<file path="config.mk">
export PLATFORM = sky130hd
export DESIGN_NAME = ntsc_frame_gen
export DESIGN_NICKNAME = d
export VERILOG_FILES = /design/src/rtl/ntsc_frame_gen.sv
export SDC_FILE = /design/constraint.sdc
export NUM_CORES = 1
export LEC_CHECK = 0
export ABC_AREA = 0
export ABC_CLOCK_PERIOD_IN_PS = 9800
export CORE_ASPECT_RATIO = 0.8
export CORE_MARGIN = 2
export CORE_UTILIZATION = 40
export DETAILED_ROUTE_END_ITERATION = 8
export SYNTH_ARGS = -nofsm -noshare
export SYNTH_HDL_FRONTEND = slang
export SYNTH_SLANG_ARGS = --single-unit
</file>
<file path="constraint.sdc">
create_clock -name vclk -period 9.8 [get_ports vclk]
set_input_delay 1.96 -clock vclk [delete_from_list [all_inputs] [get_ports vclk]]
set_output_delay 1.96 -clock vclk [all_outputs]
set_load 0.01 [all_outputs]
</file>
<file path="src/rtl/ntsc_frame_gen.sv">
// Synthetic NTSC-style field generator: fvh/dv/pixel timing with a latched test pattern.
// Optional INTERLACE_EN: field_odd toggles each field and selects odd/even row numbering.
`timescale 1ns/1ps
module ntsc_frame_gen #(
    parameter int ACT_W   = 720,
    parameter int ACT_H   = 243,
    parameter int H_BLANK = 138,
    parameter int V_BLANK = 19
) (
    input  logic       vclk,
    input  logic       reset_n,
    input  logic       en,
    input  logic [1:0] pattern,
    input  logic [9:0] box_x,
    input  logic [9:0] box_y,
    input  logic [9:0] box_w,
    input  logic [9:0] box_h,
    output logic [2:0] fvh,
    output logic       dv,
    output logic [7:0] pixel,
    output logic       field_odd,
    output logic       frame_done
);

    localparam int          LINE_CLKS = ACT_W + H_BLANK;
    localparam logic [15:0] VB_TERM   = 16'(V_BLANK * LINE_CLKS - 1);
    localparam logic [15:0] HB_TERM   = 16'(H_BLANK - 1);
    localparam logic [9:0]  COL_TERM  = 10'(ACT_W - 1);
    localparam logic [8:0]  LINE_TERM = 9'(ACT_H - 1);

    typedef enum logic [1:0] {S_VBLANK, S_VSYNC, S_ACTIVE, S_HBLANK} state_t;

    state_t      r_state, w_state_nxt;
    logic [9:0]  r_col, w_col_nxt;
    logic [8:0]  r_line, w_line_nxt;
    logic [15:0] r_blank, w_blank_nxt;
    logic        w_latch;

    logic [1:0]  r_sh_pattern;
    logic [9:0]  r_sh_box_x, r_sh_box_y, r_sh_box_w, r_sh_box_h;
    logic        r_field_odd;

    logic [2:0]  r_fvh, w_fvh_nxt;
    logic        r_dv, w_dv_nxt;
    logic [7:0]  r_pixel, w_pixel_nxt;
    logic        r_frame_done, w_frame_done_nxt;
    logic [9:0]  w_row;

    // Box bounds use 11-bit sums so a box running past column/row 1023 never wraps.
    function automatic logic [7:0] f_pixel(input logic [1:0] pat, input logic [9:0] col,
                                           input logic [9:0] row, input logic [9:0] bx,
                                           input logic [9:0] by, input logic [9:0] bw,
                                           input logic [9:0] bh);
        logic [10:0] x_end;
        logic [10:0] y_end;
        logic        in_box;
        x_end  = {1'b0, bx} + {1'b0, bw};
        y_end  = {1'b0, by} + {1'b0, bh};
        in_box = (col >= bx) && ({1'b0, col} < x_end) && (row >= by) && ({1'b0, row} < y_end);
        case (pat)
            2'd0:    f_pixel = 8'h00;
            2'd1:    f_pixel = 8'hFF;
            2'd2:    f_pixel = in_box ? 8'hFF : 8'h10;
            default: f_pixel = col[7:0];
        endcase
    endfunction

    always_ff @(posedge vclk or negedge reset_n) begin
        if (!reset_n) begin
            r_state      <= S_VBLANK;
            r_col        <= '0;
            r_line       <= '0;
            r_blank      <= '0;
            r_sh_pattern <= '0;
            r_sh_box_x   <= '0;
            r_sh_box_y   <= '0;
            r_sh_box_w   <= '0;
            r_sh_box_h   <= '0;
            r_field_odd  <= 1'b0;
            r_fvh        <= 3'b100;
            r_dv         <= 1'b0;
            r_pixel      <= 8'h00;
            r_frame_done <= 1'b0;
        end else begin
            r_state <= w_state_nxt;
            r_col   <= w_col_nxt;
            r_line  <= w_line_nxt;
            r_blank <= w_blank_nxt;
            if (w_latch) begin
                r_sh_pattern <= pattern;
                r_sh_box_x   <= box_x;
                r_sh_box_y   <= box_y;
                r_sh_box_w   <= box_w;
                r_sh_box_h   <= box_h;
            end
`ifdef INTERLACE_EN
            if (w_latch) r_field_odd <= ~r_field_odd;
`else
            r_field_odd <= 1'b0;
`endif
            r_fvh        <= w_fvh_nxt;
            r_dv         <= w_dv_nxt;
            r_pixel      <= w_pixel_nxt;
            r_frame_done <= w_frame_done_nxt;
        end
    end

    // Shadow config and field parity update on the edge entering VSYNC, ahead of the first active pixel.
    always_comb begin
        w_state_nxt = r_state;
        w_col_nxt   = r_col;
        w_line_nxt  = r_line;
        w_blank_nxt = r_blank;
        w_latch     = 1'b0;
        case (r_state)
            S_VBLANK: begin
                if (r_blank == VB_TERM) begin
                    if (en) begin
                        w_state_nxt = S_VSYNC;
                        w_latch     = 1'b1;
                    end
                end else begin
                    w_blank_nxt = r_blank + 16'd1;
                end
            end
            S_VSYNC: begin
                w_state_nxt = S_ACTIVE;
                w_col_nxt   = '0;
                w_line_nxt  = '0;
            end
            S_ACTIVE: begin
                if (r_col == COL_TERM) begin
                    w_state_nxt = S_HBLANK;
                    w_blank_nxt = '0;
                end else begin
                    w_col_nxt = r_col + 10'd1;
                end
            end
            S_HBLANK: begin
                if (r_blank == HB_TERM) begin
                    if (r_line < LINE_TERM) begin
                        w_state_nxt = S_ACTIVE;
                        w_line_nxt  = r_line + 9'd1;
                        w_col_nxt   = '0;
                    end else begin
                        w_state_nxt = S_VBLANK;
                        w_blank_nxt = '0;
                    end
                end else begin
                    w_blank_nxt = r_blank + 16'd1;
                end
            end
        endcase
    end

    assign w_row = {w_line_nxt, r_field_odd};

    // Outputs are decoded from the next state so the registered outputs line up with the state.
    always_comb begin
        w_fvh_nxt        = 3'b000;
        w_dv_nxt         = 1'b0;
        w_pixel_nxt      = 8'h00;
        w_frame_done_nxt = 1'b0;
        case (w_state_nxt)
            S_VBLANK: w_fvh_nxt = 3'b100;
            S_VSYNC:  w_fvh_nxt = 3'b010;
            S_ACTIVE: begin
                w_dv_nxt    = 1'b1;
                w_pixel_nxt = f_pixel(r_sh_pattern, w_col_nxt, w_row, r_sh_box_x,
                                      r_sh_box_y, r_sh_box_w, r_sh_box_h);
            end
            S_HBLANK: begin
                w_fvh_nxt        = (w_blank_nxt == 16'd0) ? 3'b001 : 3'b000;
                w_frame_done_nxt = (w_blank_nxt == HB_TERM) && (w_line_nxt == LINE_TERM);
            end
        endcase
    end

    assign fvh        = r_fvh;
    assign dv         = r_dv;
    assign pixel      = r_pixel;
    assign field_odd  = r_field_odd;
    assign frame_done = r_frame_done;

endmodule

</file>
# [After elaboration in Yosys (flattened, before gate mapping)]
# Cells that the tools add are included.
[classes] n_addsub=5 order_cmp=5 n_eq_ne=13 n_mux=28 n_reduce_logical=8
[op_table] cell="16-bit 2-to-1 mux" n=4
[op_table] cell="16-bit one-hot mux with 3 select lines" n=1
[op_table] cell="16-bit by 8-bit equality test with 1-bit output (second input constant)" n=2
[op_table] cell="10-bit 2-to-1 mux" n=3
[op_table] cell="10-bit one-hot mux with 3 select lines" n=1
[op_table] cell="8-bit one-hot mux with 3 select lines" n=1
[op_table] cell="10-bit by 10-bit adder with 11-bit output" n=2
[op_table] cell="10-bit by 11-bit less-than comparator with 1-bit output" n=2
[op_table] cell="10-bit greater-or-equal comparator" n=2
[op_table] cell="9-bit 2-to-1 mux" n=2
[op_table] cell="9-bit one-hot mux with 2 select lines" n=1
[op_table] cell="16-bit by 1-bit adder with 16-bit output (second input constant)" n=1
[op_table] cell="16-bit by 14-bit equality test with 1-bit output (second input constant)" n=1
[op_table] cell="16-bit zero test" n=1
[op_table] cell="8-bit 2-to-1 mux" n=2
[op_table] cell="10-bit by 1-bit adder with 10-bit output (second input constant)" n=1
[op_table] cell="10-bit equality test (second input constant)" n=1
[op_table] cell="2-bit equality test (second input constant)" n=5
[op_table] cell="2-bit 2-to-1 mux" n=5
[op_table] cell="9-bit by 1-bit adder with 9-bit output (second input constant)" n=1
[op_table] cell="9-bit by 8-bit equality test with 1-bit output (second input constant)" n=1
[op_table] cell="9-bit by 8-bit less-than comparator with 1-bit output (second input constant)" n=1
[op_table] cell="3-bit one-hot mux with 3 select lines" n=1
[op_table] cell="2-bit one-hot mux with 4 select lines" n=1
[op_table] cell="4 further kinds" n=16
[word_totals] reg_bits=92 in_bits=45 output_inout_bits=14

# [Longest topological paths before layout]
[depth] word_depth=11 depth_mapped=19

# [Worst setup path after synthesis]
# Ideal clock, no wire load.
[synth_path] kind="register -> register" from="reg r_blank[2]" to="reg r_pixel[7], in the netlist pixel[7]" setup_ns=0.131 t_arrival_ns=3.758 path_slack_ns=5.911 path_stages_with_launch=17 path_buffers=1 period_less_slack_ns=3.889 cell_sequence="dfrtp_1 -> buf_6 -> or4_4 -> nor4_4 -> nor3b_2 -> nand2_1 -> xor2_1 -> nor2_1 -> ha_1 -> nor2b_1 -> o21ai_0 -> nand2b_1 -> a2111oi_0 -> o31ai_1 -> nor4bb_2 -> o21a_1 -> or3_1"
[synth_between] elab_cells_between_ends=20 classes_between="4 x order compare; 3 x eq/ne; 10 x mux; 3 x reduce/logical"
[synth_rtl] element="start, declared" line_no="36" rtl="logic [15:0] r_blank, w_blank_nxt;"
[synth_rtl] element="start signal, assigned" line_no="88" rtl="r_blank <= w_blank_nxt;"
[synth_rtl] element="16-bit by 8-bit equality test with 1-bit output *" line_no="140" rtl="if (r_blank == HB_TERM) begin"
[synth_rtl] element="9-bit 2-to-1 mux *" line_no="140"
[synth_rtl] element="9-bit one-hot mux with 2 select lines *" line_no="115" rtl="case (r_state)"
[synth_rtl] element="via w_line_nxt[0]" line_no="35" rtl="logic [8:0] r_line, w_line_nxt;"
[synth_rtl] element="10-bit greater-or-equal comparator" line_no="59" rtl="in_box = (col >= bx) && ({1'b0, col} < x_end) && (row >= by) && ({1'b0, row} < y_end);"
[synth_rtl] element="1-bit logical AND" line_no="59"
[synth_rtl] element="1-bit logical AND *" line_no="59"
[synth_rtl] element="8-bit 2-to-1 mux *" line_no="63" rtl="2'd2: f_pixel = in_box ? 8'hFF : 8'h10;"
[synth_rtl] element="8-bit one-hot mux with 3 select lines *" line_no="60" rtl="case (pat)"
[synth_rtl] element="8-bit 2-to-1 mux *" line_no="164" rtl="case (w_state_nxt)"
[synth_rtl] element="via w_pixel_nxt[7]" line_no="45" rtl="logic [7:0] r_pixel, w_pixel_nxt;"
[synth_rtl] element="end signal, assigned" line_no="103" rtl="r_pixel <= w_pixel_nxt;"
[synth_rtl] element="end, declared" line_no="45"
# The timed path passes the listed nets; every way through them passes the cells marked *.
# A chain may end at the register's enable or synchronous reset.

# [Worst setup path after layout]
# Ends and elaborated chain as after synthesis.

==> impl_metrics.env <==
export IMPL_result_of_the_run="completed"
export IMPL_cts_buffer_depth=2
export IMPL_power_clock_fraction_pct=46.6
export IMPL_grt_max_degree=63
export IMPL_reg2reg_depth=15
export IMPL_power_static_leakage_nw=3.35
export IMPL_num_antenna_cells=0
export IMPL_grtUsageTotal_pct=20.1
export IMPL_routed_wirelength_um=14800
export IMPL_yosys_cell_types_count=75
export IMPL_die_area_um2=15900
export IMPL_i_o_pins=59
export IMPL_pwr_share_comb_pct=3.3
export IMPL_postSynth_asyncResetShare_pct=100
export IMPL_power_share_sequential_pct=50.0
export IMPL_area_growth_syn_to_layout_pct=17.3
export IMPL_postSynthAreaPerCell_um2=8.90
export IMPL_cts_root_buffer_cell="clkbuf_16"
export IMPL_syn_cell_area_um2=5960
export IMPL_critical_path_endpoint_type="flip-flop"
export IMPL_drt_vias_per_instance=5.48
export IMPL_grt_setup_unrepaired="no"
export IMPL_maxSlewViolCount=0
export IMPL_power_switching_mw=0.166
export IMPL_final_period_minus_worst_setup_slack_ns=4.45
export IMPL_worst_hold_path_endpoint="r_sh_box_h[6]"
export IMPL_post_route_worst_setup_slack_ns=5.35
export IMPL_clkSlewWorstSetupHoldPaths_ns=0.07
export IMPL_timing_slew_headroom_pct=52.5
export IMPL_antenna_found_initial=0
export IMPL_synth_edf_count=0
export IMPL_critical_path_top_delay_family="simple AND/OR/NAND/NOR gates"
export IMPL_power_switching_fraction_pct=21.8
export IMPL_synth_main_ff_cell="dfrtp_1"
export IMPL_tritoncts="built"
export IMPL_critPathKind="flip-flop to flip-flop"
export IMPL_synth_warning_count=0
export IMPL_setup_total_negative_slack_ns=0
export IMPL_cts_num_sinks=92
export IMPL_worst_clock_skew_ns=0.00373
export IMPL_rows=39
export IMPL_path_cells="or4_4, nor4_4, nor3b_2, nand2_1, xor2_1, nor2_1, ha_1, nor2b_1, o21ai_0, nand2b_1, a2111oi_0, o31ai_1, nor4bb_2, o21a_1, or3_1"
export IMPL_dp_final_hpwl_um=11400
export IMPL_rrSetupSlack_ns=5.35
export IMPL_buffer_ports_inserted=57
export IMPL_worstPathArrival_ns=4.69
export IMPL_post_synth_top_area_cell="dfrtp_1"
export IMPL_synth_cells=669
export IMPL_cts_buffers_inserted=9
export IMPL_htree_levels=3
export IMPL_cell_with_the_biggest_individual_delay_on_the_critical_path="or4_4"
export IMPL_drc=0
export IMPL_timing_hold_worst_class="flip-flop to flip-flop"
export IMPL_first_pass_iters=5
export IMPL_clk_latency_ns=0.36
export IMPL_p_per_area_nw_per_um2=109
export IMPL_worst_hold_startpoint="r_sh_box_h[6]"
export IMPL_min_period_over_period_pct=45.4
export IMPL_grt_first_pass_wirelength_um=25400
export IMPL_whs_path_depth=2
export IMPL_placement_setup_worst_slack_ns=5.41
export IMPL_p_total_mw=0.758
export IMPL_post_cts_buffers=0
export IMPL_ant_nets=0
export IMPL_finalHoldViolCount=0
export IMPL_worstPathMaxFanout=9
export IMPL_reg2reg_from="r_blank[2]"
export IMPL_fmax_ghz=0.225
export IMPL_cell_internal_pwr_mw=0.593
export IMPL_report_final_setup_viol=0
export IMPL_grt_ovfl_total=0
export IMPL_dr_total_vias=4986
export IMPL_design_core_area_um2=14400
export IMPL_critPathBufInv=0
export IMPL_peakVddDrop_uv=84.2
export IMPL_synthDominantCellAreaShare_pct=38.2
export IMPL_dr_first_iter_drc_count=407
export IMPL_cp_start_kind="flip-flop"
export IMPL_layout_drive_gt1_share_pct=5.65
export IMPL_initial_cell_density_of_the_core_pct=41.4
export IMPL_fin_nets=829
export IMPL_timing_max_cap_violations=0
export IMPL_ff_to_ff_end="pixel[7]"
export IMPL_finalWeightedCongestion=0.894
export IMPL_synth_net_count=777
export IMPL_critPathRequiredTime_ns=10.03
export IMPL_cts_hold_buffers_added=0
export IMPL_worst_slew_pin_transition_ns=0.713
export IMPL_wl_per_cell_um=16.3
export IMPL_cts_resized_gates=0
export IMPL_die_y_um=113
export IMPL_seq_area_frac_synth_pct=38.7
export IMPL_critical_path_depth_in_cells=15
export IMPL_slowest_delay_ns=0.62
export IMPL_fp_dieW_um=140
export IMPL_grt_pass1_vias=5052
export IMPL_cell_types_with_the_largest_area_share_after_synthesis="dfrtp_1, ha_1, nand2_1"
export IMPL_synth_ff_latch_count=92
[worst max path at each step]
stage | start | to | slack (ns)
2_1_floorplan | r_blank[2] | pixel[7] | 5.91
3_3_place_gp | r_blank[2] | pixel[7] | 5.52
3_5_place_dp | r_blank[2] | pixel[7] | 5.41
4_1_cts | r_blank[2] | pixel[7] | 5.37
5_1_grt | r_blank[2] | pixel[7] | 4.92
6_report | r_blank[2] | pixel[7] | 5.35
[flip-flops by register name, indices dropped and copies added (netlist names)]
signal,count
pixel,8
r_sh_box_x,10
r_line,9
r_blank,16
r_sh_box_y,10
r_sh_pattern,2
fvh,3
r_sh_box_h,10
r_col,10
r_state,2
frame_done,1
dv,1
r_sh_box_w,10
[logic make-up after synthesis]
group	synth area share [%]
simple gates	23.1
compound gates	16.8
flops	38.7
fa+ha+maj	13.5
buf+inv	3.74
xor+xnor	3.82
mux	0.336
other cells	0.0630
[worst register-to-register path, cell delays in order (launching register included)]
cell and delay [ns]:
dfrtp_1 0.48, or4_4 0.62, nor4_4 0.43, nor3b_2 0.41, nand2_1 0.12, xor2_1 0.17
nor2_1 0.20, ha_1 0.27, nor2b_1 0.12, o21ai_0 0.14, nand2b_1 0.07, a2111oi_0 0.44
o31ai_1 0.14, nor4bb_2 0.20, o21a_1 0.15, or3_1 0.36
[stage by stage]
| step | std cells | instance area [um2] | hold slack [ns] | utilization, % |
|---|---|---|---|---|
| after floorplan | 669 | 5960 | 0.450 | - |
| after global placement | 894 | 6690 | 0.467 | 46.5 |
| after detailed placement | 894 | 6690 | 0.468 | 46.5 |
| after CTS | 910 | 6990 | 0.484 | 48.5 |
| after global routing | 910 | 6990 | 0.515 | 48.5 |
| final | 910 | 6990 | 0.479 | 48.5 |
[power groups by stage]
stage | Sequential (mW) | Combinational, mW | Clock [mW]
6_report | 0.380 | 0.0253 | 0.354
3_5_place_dp | 0.387 | 0.0261 | 0
3_3_place_gp | 0.387 | 0.0259 | 0
5_1_grt | 0.379 | 0.0283 | 0.382
2_1_floorplan | 0.387 | 0.000659 | 0
4_1_cts | 0.380 | 0.0263 | 0.364
[cell usage after synthesis (6+ instances only)]
cell type	n
nand4_1	11
inv_1	36
nand2_1	130
dfrtp_1	91
nor2b_1	8
nor2_1	34
nand3_1	19
xnor2_1	10
clkbuf_1	12
o21a_1	7
nor3_1	10
a21o_1	9
ha_1	61
xor2_1	16
a31oi_1	8
nand2b_1	9
o21ai_0	44
nor4_1	6
or3_1	7
a21oi_1	36
and3_1	7
[per-layer routing]
| metal | wire length (um) | global-route usage [%] | share of wire (%) |
|---|---|---|---|
| met5 | 0 | 0 | 0 |
| met2 | 6360 | 30.2 | 43 |
| met3 | 666 | 4.87 | 4.5 |
| met1 | 7520 | 28.6 | 51 |
| met4 | 286 | 6.26 | 1.9 |
[final cells by class]
cell class | count | area, um2
clock buffers | 10 | 229
well taps | 184 | 230
flip-flops and latches | 92 | 2300
repair buffers | 60 | 591
multi-input cells | 521 | 3430
clock inverters | 6 | 63.8
inverters | 37 | 139
fillers | 1366 | 7410
[cell usage in the layout (no fill, tap or decap), drive strengths merged, types with 9 or more instances in the layout]
master	instances
xnor2	10
a21oi	36
a21o	9
nor3	10
xor2	16
clkdlybuf4s50	56
o21ai	48
nand2b	9
nand3	19
inv	37
clkbuf	10
nand4	11
ha	61
nor2	36
dfrtp	91
nand2	132
Note: power is estimated with default switching activity, not from simulation.
